===== config.mk =====
export PLATFORM = sky130hd
export DESIGN_NAME = nano_boot_mem
export DESIGN_NICKNAME = d
export VERILOG_FILES = /design/src/rtl/nano_pkg.sv /design/src/rtl/nano_ram.sv /design/src/rtl/nano_boot_mem.sv
export SDC_FILE = /design/constraint.sdc
export NUM_CORES = 2
export LEC_CHECK = 0
export ABC_CLOCK_PERIOD_IN_PS = 6900
export CORE_UTILIZATION = 50
export CTS_BUF_LIST = sky130_fd_sc_hd__clkbuf_2
export CTS_CLUSTER_SIZE = 8
export DETAILED_ROUTE_END_ITERATION = 7
export DONT_BUFFER_PORTS = 1
export HOLD_SLACK_MARGIN = 0.02
export PLACE_DENSITY = 0.64
export SETUP_SLACK_MARGIN = 0.1
export SYNTH_ARGS = -nofsm -noshare
export SYNTH_HDL_FRONTEND = slang
export SYNTH_SLANG_ARGS = --single-unit

===== constraint.sdc =====
create_clock -name ck -period 6.9 [get_ports ck]
set_input_delay 0.69 -clock ck [delete_from_list [all_inputs] [get_ports ck]]
set_output_delay 0.69 -clock ck [all_outputs]
set_load 0.005 [all_outputs]

===== src/rtl/nano_pkg.sv =====
// Shared widths, loader state encoding and memory array type for the
// NanoCPU boot memory.
package nano_pkg;

  localparam int ADDR_W = 8;
  localparam int DATA_W = 16;
  localparam int DEPTH  = 1 << ADDR_W;

  typedef enum logic [2:0] {
    S_IDLE = 3'd0,
    S_CNT  = 3'd1,
    S_HI   = 3'd2,
    S_LO   = 3'd3,
    S_SUM  = 3'd4,
    S_RUN  = 3'd5,
    S_ERR  = 3'd6
  } ld_state_e;

  typedef logic [DATA_W-1:0] mem_t [0:DEPTH-1];

endpackage


===== src/rtl/nano_ram.sv =====
// 256 x 16 storage: combinational read port, synchronous write port.
// The array is deliberately unreset so contents survive a loader restart.
module nano_ram
  import nano_pkg::*;
(
  input  logic              ck,
  input  logic [ADDR_W-1:0] waddr,
  input  logic [DATA_W-1:0] wdata,
  input  logic              wen,
  input  logic [ADDR_W-1:0] raddr,
  output logic [DATA_W-1:0] rdata
);

  mem_t mem_q;

  always_ff @(posedge ck) begin
    if (wen) begin
      mem_q[waddr] <= wdata;
    end
  end

  assign rdata = mem_q[raddr];

endmodule


===== src/rtl/nano_boot_mem.sv =====
// Boot memory for NanoCPU: parses a checksummed byte frame into RAM, holds the
// CPU in reset until a good frame arrives, then hands the write port to the CPU.
module nano_boot_mem
  import nano_pkg::*;
#(
  parameter int unsigned RST_HOLD = 2
) (
  input  logic              ck,
  input  logic              rst,
  input  logic [7:0]        ld_data,
  input  logic              ld_valid,
  output logic              ld_ready,
  output logic              cpu_rst,
  output logic              load_done,
  output logic              load_err,
  input  logic [ADDR_W-1:0] address,
  input  logic [DATA_W-1:0] dataW,
  output logic [DATA_W-1:0] dataR,
  input  logic              ce,
  input  logic              we
);

  ld_state_e         state_q, state_d;
  logic [ADDR_W-1:0] wptr_q, wptr_d;
  logic [8:0]        cnt_q, cnt_d;
  logic [7:0]        hi_q, hi_d;
  logic [7:0]        chk_q, chk_d;
  logic [3:0]        hold_q, hold_d;
  logic              cpu_rst_q, cpu_rst_d;
  logic              done_q, done_d;
  logic              err_q, err_d;

  logic              accept;
  logic              ld_wr;
  logic              cpu_wr;
  logic [ADDR_W-1:0] ram_waddr;
  logic [DATA_W-1:0] ram_wdata;

  assign ld_ready = !rst && (state_q inside {S_IDLE, S_CNT, S_HI, S_LO, S_SUM});
  assign accept   = ld_valid && ld_ready;

  // The CPU may only write once its reset has actually been released.
  assign ld_wr     = (state_q == S_LO) && accept;
  assign cpu_wr    = (state_q == S_RUN) && !cpu_rst_q && ce && we;
  assign ram_waddr = ld_wr ? wptr_q : address;
  assign ram_wdata = ld_wr ? {hi_q, ld_data} : dataW;

  always_comb begin
    state_d   = state_q;
    wptr_d    = wptr_q;
    cnt_d     = cnt_q;
    hi_d      = hi_q;
    chk_d     = chk_q;
    hold_d    = hold_q;
    cpu_rst_d = cpu_rst_q;
    done_d    = done_q;
    err_d     = err_q;
    case (state_q)
      S_IDLE: if (accept) begin
        wptr_d  = ld_data;
        chk_d   = ld_data;
        state_d = S_CNT;
      end
      S_CNT: if (accept) begin
        cnt_d   = (ld_data == 8'd0) ? 9'd256 : {1'b0, ld_data};
        chk_d   = chk_q ^ ld_data;
        state_d = S_HI;
      end
      S_HI: if (accept) begin
        hi_d    = ld_data;
        chk_d   = chk_q ^ ld_data;
        state_d = S_LO;
      end
      S_LO: if (accept) begin
        wptr_d  = wptr_q + 8'd1;
        cnt_d   = cnt_q - 9'd1;
        chk_d   = chk_q ^ ld_data;
        state_d = (cnt_q == 9'd1) ? S_SUM : S_HI;
      end
      S_SUM: if (accept) begin
        if (ld_data == chk_q) begin
          state_d = S_RUN;
          done_d  = 1'b1;
          hold_d  = 4'(RST_HOLD);
        end else begin
          state_d = S_ERR;
          err_d   = 1'b1;
        end
      end
      // cpu_rst drops on the edge that takes the hold counter to zero.
      S_RUN: if (hold_q != 4'd0) begin
        hold_d = hold_q - 4'd1;
        if (hold_q == 4'd1) begin
          cpu_rst_d = 1'b0;
        end
      end
      S_ERR: begin
      end
      default: state_d = S_IDLE;
    endcase
  end

  always_ff @(posedge ck) begin
    if (rst) begin
      state_q   <= S_IDLE;
      wptr_q    <= '0;
      cnt_q     <= '0;
      hi_q      <= '0;
      chk_q     <= '0;
      hold_q    <= '0;
      cpu_rst_q <= 1'b1;
      done_q    <= 1'b0;
      err_q     <= 1'b0;
    end else begin
      state_q   <= state_d;
      wptr_q    <= wptr_d;
      cnt_q     <= cnt_d;
      hi_q      <= hi_d;
      chk_q     <= chk_d;
      hold_q    <= hold_d;
      cpu_rst_q <= cpu_rst_d;
      done_q    <= done_d;
      err_q     <= err_d;
    end
  end

  assign cpu_rst   = cpu_rst_q;
  assign load_done = done_q;
  assign load_err  = err_q;

  nano_ram u_ram (
    .ck    (ck),
    .waddr (ram_waddr),
    .wdata (ram_wdata),
    .wen   (ld_wr || cpu_wr),
    .raddr (address),
    .rdata (dataR)
  );

endmodule


; ---- Word level (Yosys, flattened, before mapping)
; Memory sizes are Yosys's and may differ from the RTL's.
; Cells that the tools add are included.
[word_totals]
ff_bits = 43
ram_bits = 4096
inputBits = 37
out_inout_bits = 20
word_cells = 86
mem_count = 1
[memory_table]
columns = name, depth, width, read_ports, rd_clocked_by_memory_dff, write_ports, line
row1 = u_ram.mem_q, 256, 16, 1, 0, 1, nano_ram.sv:14  ; mem_t mem_q;
[op_classes]
n_addsub = 3
n_eq_ne = 17
muxes = 25
n_bitwise = 3
reduce_logical = 28
[op_table]
columns = operator, n
row1 = $mux 8, 4
row2 = $pmux 8 s2, 2
row3 = $mux 9, 3
row4 = $mux 3, 6
row5 = $pmux 3 s6, 1
row6 = $pmux 9 s2, 1
row7 = $reduce_and 3->1, 6
row8 = $mux 16, 1
row9 = $mux 4, 3
row10 = $ne 2x2->1 const B, 5
row11 = $eq 3x3->1 const B, 3
row12 = $eq 9x1->1 const B, 1
row13 = $sub 9x1->9 const B, 1
row14 = $add 8x1->8 const B, 1
row15 = $eq 8x8->1, 1
row16 = $logic_not 8->1, 1
row17 = $pmux 4 s2, 1
row18 = $reduce_bool 2->1, 4
row19 = $xor 8x8->8, 1
row20 = $eq 3x2->1 const B, 2
row21 = $logic_and 1x1->1, 6
row22 = $ne 2x1->1 const B, 3
row23 = $reduce_and 6->1, 1
row24 = $reduce_bool 5->1, 1
row25 = 14 further kinds, 17

; ---- Depth between registers and ports, before layout
[depth]
word_depth = 8
ltp_mapped = 12
mapped_depth_nobuf = 8

; ---- Modules after synthesis
; Synthesis repeated with hierarchy kept, for this count alone.
[hier_totals]
cells_unflattened = 7676
hier_area_um2 = 161159.6
[modules_own_cells]
columns = module, n_inst, cells_each, area_each_um2, seq_area_each_um2
row1 = nano_ram, 1, 7344, 158394.4, 122998.0
row2 = nano_boot_mem, 1, 332, 2765.2, 860.8

; ---- Least setup slack after synthesis
; OpenSTA, ideal clock, no wires.
[synth_timing]
kind = in2reg
start = input port rst
end = memory u_ram.mem_q[0][10] (netlist bit) (data pin)
setup_ns = 0.823
t_arrival_ns = 5.079
required_time_ns = 6.077
setup_slack_ns = 0.998
cell_stages = 8
n_path_buf = 4
cell_sequence = buf_2 and4bb_2 nand2_1 buf_2 buf_2 buf_1 nand2_1 nand2_1
[synth_between]
elab_chain_len = 5
[synth_rtl]
columns = element, line
row1 = from (decl), nano_boot_mem.sv:9  ; input logic rst,
row2 = $logic_not 1->1, nano_boot_mem.sv:39  ; assign ld_ready = !rst && (state_q inside {S_IDLE, S_CNT, S_HI, S_LO, S_SUM});
row3 = $logic_and 1x1->1, nano_boot_mem.sv:39
row4 = $logic_and 1x1->1, nano_boot_mem.sv:40  ; assign accept = ld_valid && ld_ready;
row5 = $logic_and 1x1->1, nano_boot_mem.sv:43  ; assign ld_wr = (state_q == S_LO) && accept;
row6 = $mux 16, nano_boot_mem.sv:46  ; assign ram_wdata = ld_wr ? {hi_q, ld_data} : dataW;
row7 = via ram_wdata[10], nano_boot_mem.sv:37  ; logic [DATA_W-1:0] ram_wdata;
row8 = to (decl), nano_ram.sv:14
; The timed path passes the listed nets, and every way through them passes these cells.

; ---- Worst setup path after layout
[layout_timing]
start = input port address[0]
end = output port dataR[0]
[layout_between]
elab_chain_len = 1
[layout_rtl]
columns = element, line
row1 = from (decl), nano_boot_mem.sv:16  ; input logic [ADDR_W-1:0] address,
row2 = $mem_v2 256x16, --
row3 = to (decl), nano_boot_mem.sv:18  ; output logic [DATA_W-1:0] dataR,
; Every way passes these cells.

==> results_dict.tcl <==
set metrics [dict create \
    fmax_mhz 152 \
    numCtsBuffers 1105 \
    synth_edf_count 4096 \
    synth-adder-area-share_pct 0.0387 \
    crit_buf_inv 6 \
    overflow 0 \
    vias 89700 \
    hold_viol_final 0 \
    finClkSkew_ns 0.203 \
    hold_class "in -> reg" \
    seq_power_share_pct 60.1 \
    period_needed_ns 6.60 \
    synthCells 7966 \
    path_cells "buf_16, buf_16, buf_16, mux2i_1, o221ai_1, a21oi_1, o21a_1, nor4_1, buf_4, nand4_1, a2111oi_2, buf_4, buf_4" \
    drive_above_1_share_pct 29.9 \
    maxCapViolations 0 \
    wl_per_cell_um 33.3 \
    ys_seq_elements 4139 \
    grt_pass1_vias 88900 \
    drt_iter0_markers 12500 \
    swShare_pct 24.7 \
    track_usage_pct 29.3 \
    tritoncts "done" \
    cts_setup_buffers 0 \
    dpl.hpwl_mm 275 \
    crit_path_end_kind "output pin" \
    pwr-share-clk_pct 34.2 \
    clock-root-buffer "clkbuf_2" \
    rsz0062_at_grt "false" \
    p_switching_mw 11.3 \
    clock_path_buffers 5 \
    path_clk_slew_ns 0.10 \
    synthSimpleGateAreaFrac_pct 2.74 \
    path_delay_family "buffers and inverters" \
    drc 0 \
    start_util_pct 50.3 \
    syn_to_final_growth_pct 10.8 \
    combPwrFrac_pct 5.7 \
    syn-num-nets 8008 \
    ant_nets 0 \
    gp_congestion 0.903 \
    core-area_sq_um 321000 \
    finalWirelength_mm 474 \
    fin_crit_sh_pct 95.6 \
    grt_pass1_wl_mm 659 \
    num_io_pins 57 \
    peakVddDrop_mv 0.158 \
    slowest_stage "a2111oi_2" \
    synth_xor_area_share_pct 0.0488 \
    synth.distinct_cells 80 \
    setup_viol 0 \
    die_area_sq_um 325000 \
    status "complete, no violations" \
    yosysWarnings 0 \
    synth_mux_area_share_pct 14.4 \
    power.internal_mw 34.6 \
    max_slew_margin_pct 7.18 \
    cpPeakStageDelay_ns 0.70 \
    io_buffers 0 \
    final_nets 9314 \
    die_h_um 570 \
    critPathKind "in -> out" \
    viasPerCell 6.31 \
    clkLatencyLatePin_ns 2.22 \
    grt_max_degree 651 \
    worstPathArrival_ns 5.91 \
    n_fill_cell 24900 \
    powerDensity_nw_per_um2 257 \
    clkSinkCount 4139 \
    synth-main-ff-cell "edfxtp_1" \
    first_pass_iters 6 \
    async_flop_share_pct 0 \
    core.rowCount 208 \
    finalPower_mw 45.9 \
    syn_area_sq_um 161000 \
    synth-seq-area-share_pct 76.7 \
    die_w_um 570 \
    final.setup.tns_ns 0 \
    synth_compound_area_share_pct 4.03 \
    worst_slew_pin_slew_ns 1.39 \
    r2r_slack_ns 0.88 \
    start_kind "primary input" \
    slew_viol_final 0 \
    dpl_cell_area_sq_um 169000 \
    avgSynthCellArea_sq_um 20.3 \
    antenna_found_initial 25 \
    htreeDepth 7 \
    postLayoutCellArea_sq_um 179000 \
    crit_path_max_fanout 149 \
    synth_top_family_by_area "multiplexers" \
    power.leakage_nw 59.2 \
    required_ns 6.21 \
]
## final cells by class
cell class,instances,area [sq um],area share [%]
flip-flops and latches,4139,124000,69.3
clock inverters,237,1170,0.657
clock buffers,1487,7440,4.16
inverters,12,52.6,0.0294
multi-input cells,3342,34800,19.4
well taps,4305,5390,3.01
repair buffers,672,6090,3.41
diodes,28,70.1,0.0392
## logic make-up after synthesis
kind of cell	after synthesis
DFF	4139
xor gates and xnor gates	9
and+or+nand+nor	971
buffers and inverters	485
muxes	1432
adders and majority gates	5
AOI/OAI and AO/OA	925
## through the flow
step / hold slack [ns] / std cells / utilization [%] / setup WS [ns]
4_1_cts: 0.0234 / 14200 / 55.6 / 0.170
3_5_place_dp: 0.461 / 12300 / 52.5 / -1.11
6_report: 0.209 / 14200 / 55.7 / 0.303
2_1_floorplan: 0.441 / 7966 / - / 0.998
5_1_grt: 0.0419 / 14200 / 55.7 / 0.193
3_3_place_gp: 0.447 / 12300 / 52.5 / -1.09
## worst reg2reg max path, cell delays in order (launching register included)
cell	delay, ns
dfxtp_1	0.57
and3b_1	0.59
nand2_1	0.78
o31ai_4	0.39
dlygate4sd3_1	0.91
buf_4	0.29
nand2b_1	0.59
buf_4	0.48
nor2_1	0.62
buf_4	0.41
## power by group through the flow
| stage | clock network (mW) | logic, mW | registers, mW |
|---|---|---|---|
| after detailed placement | 0 | 2.42 | 28.2 |
| final | 15.7 | 2.62 | 27.6 |
| after global routing | 17.2 | 2.70 | 27.6 |
| after CTS | 16.0 | 2.50 | 27.6 |
| after floorplan | 0 | 1.52 | 28.3 |
| after global placement | 0 | 2.37 | 28.2 |
## synthesized netlist by cell type, drive strengths merged, types with 6 or more instances
library cell / number / area (sq um)
o22ai: 112 / 707
o21ai: 117 / 586
mux2i: 680 / 6810
a21oi: 183 / 916
nand3b: 10 / 75.1
nand2b: 27 / 169
a22oi: 139 / 1040
nor2: 377 / 1420
or2: 19 / 119
mux2: 40 / 450
inv: 12 / 45.0
a221oi: 32 / 280
and2: 14 / 87.6
a31oi: 13 / 81.3
o21a: 7 / 52.6
a2111oi: 30 / 322
buf: 270 / 2410
a32oi: 7 / 61.3
nand2: 267 / 1000
nand4: 33 / 206
nor3: 61 / 305
o2111ai: 10 / 87.6
dfxtp: 43 / 861
mux4: 712 / 16100
xnor2: 8 / 70.1
nor2b: 13 / 81.3
o211ai: 15 / 113
nor3b: 6 / 45.0
and3: 10 / 62.6
nor4: 24 / 188
edfxtp: 4096 / 123000
o221ai: 165 / 1480
nand3: 79 / 395
nand4b: 13 / 114
a22o: 20 / 175
a211oi: 45 / 338
o31ai: 7 / 57.6
clkbuf: 203 / 766
## registers in the layout, summed over array words and instances (netlist names)
register / flops
chk_q: 8
cnt_q: 9
cpu_rst: 1
hi_q: 8
hold_q: 4
load_done: 1
load_err: 1
state_q: 3
u_ram.mem_q: 4096
wptr_q: 8
## cell usage in the layout (no fill, tap or decap), drive strengths merged, types with 32 or more instances in the layout
cell,instances
clkinv,200
a211oi,45
dfxtp,43
a22oi,139
o22ai,112
o21ai,117
buf,545
clkbuf,1489
inv,39
nor3,61
edfxtp,4096
nand3,79
nand2,267
a21oi,183
o221ai,165
mux2,40
nor2,377
nand4,33
dlygate4sd3,120
mux4,712
a221oi,32
mux2i,680
## final timing paths
| path | from | endpoint | cells past startpoint |
|---|---|---|---|
| worst min-delay path | dataW[5] | u_ram.mem_q[183][5] | 5 |
| worst max register to register | state_q[0] | u_ram.mem_q[239][10] | 9 |
| worst max-delay path | address[0] | dataR[0] | 13 |
| worst min register to register | chk_q[1] | chk_q[1] | 2 |
## repair_timing
action	CTS	global route
setup endpoints to repair	16	2
resized for setup	0	0
gates cloned	5	1
hold buffers	122	0
hold endpoints to repair	7694	0
pin swaps	0	0
## layer usage
layer	share of wire, %	vias up	global-route usage (%)	routed length, um
li1	-	36300	-	-
met1	38	46800	38.7	179000
met2	46	5589	44.2	220000
met3	11	967	8.83	52400
met4	4.8	10	14.8	22600
met5	0.011	-	0	53
(Power assumes the default switching activity.)
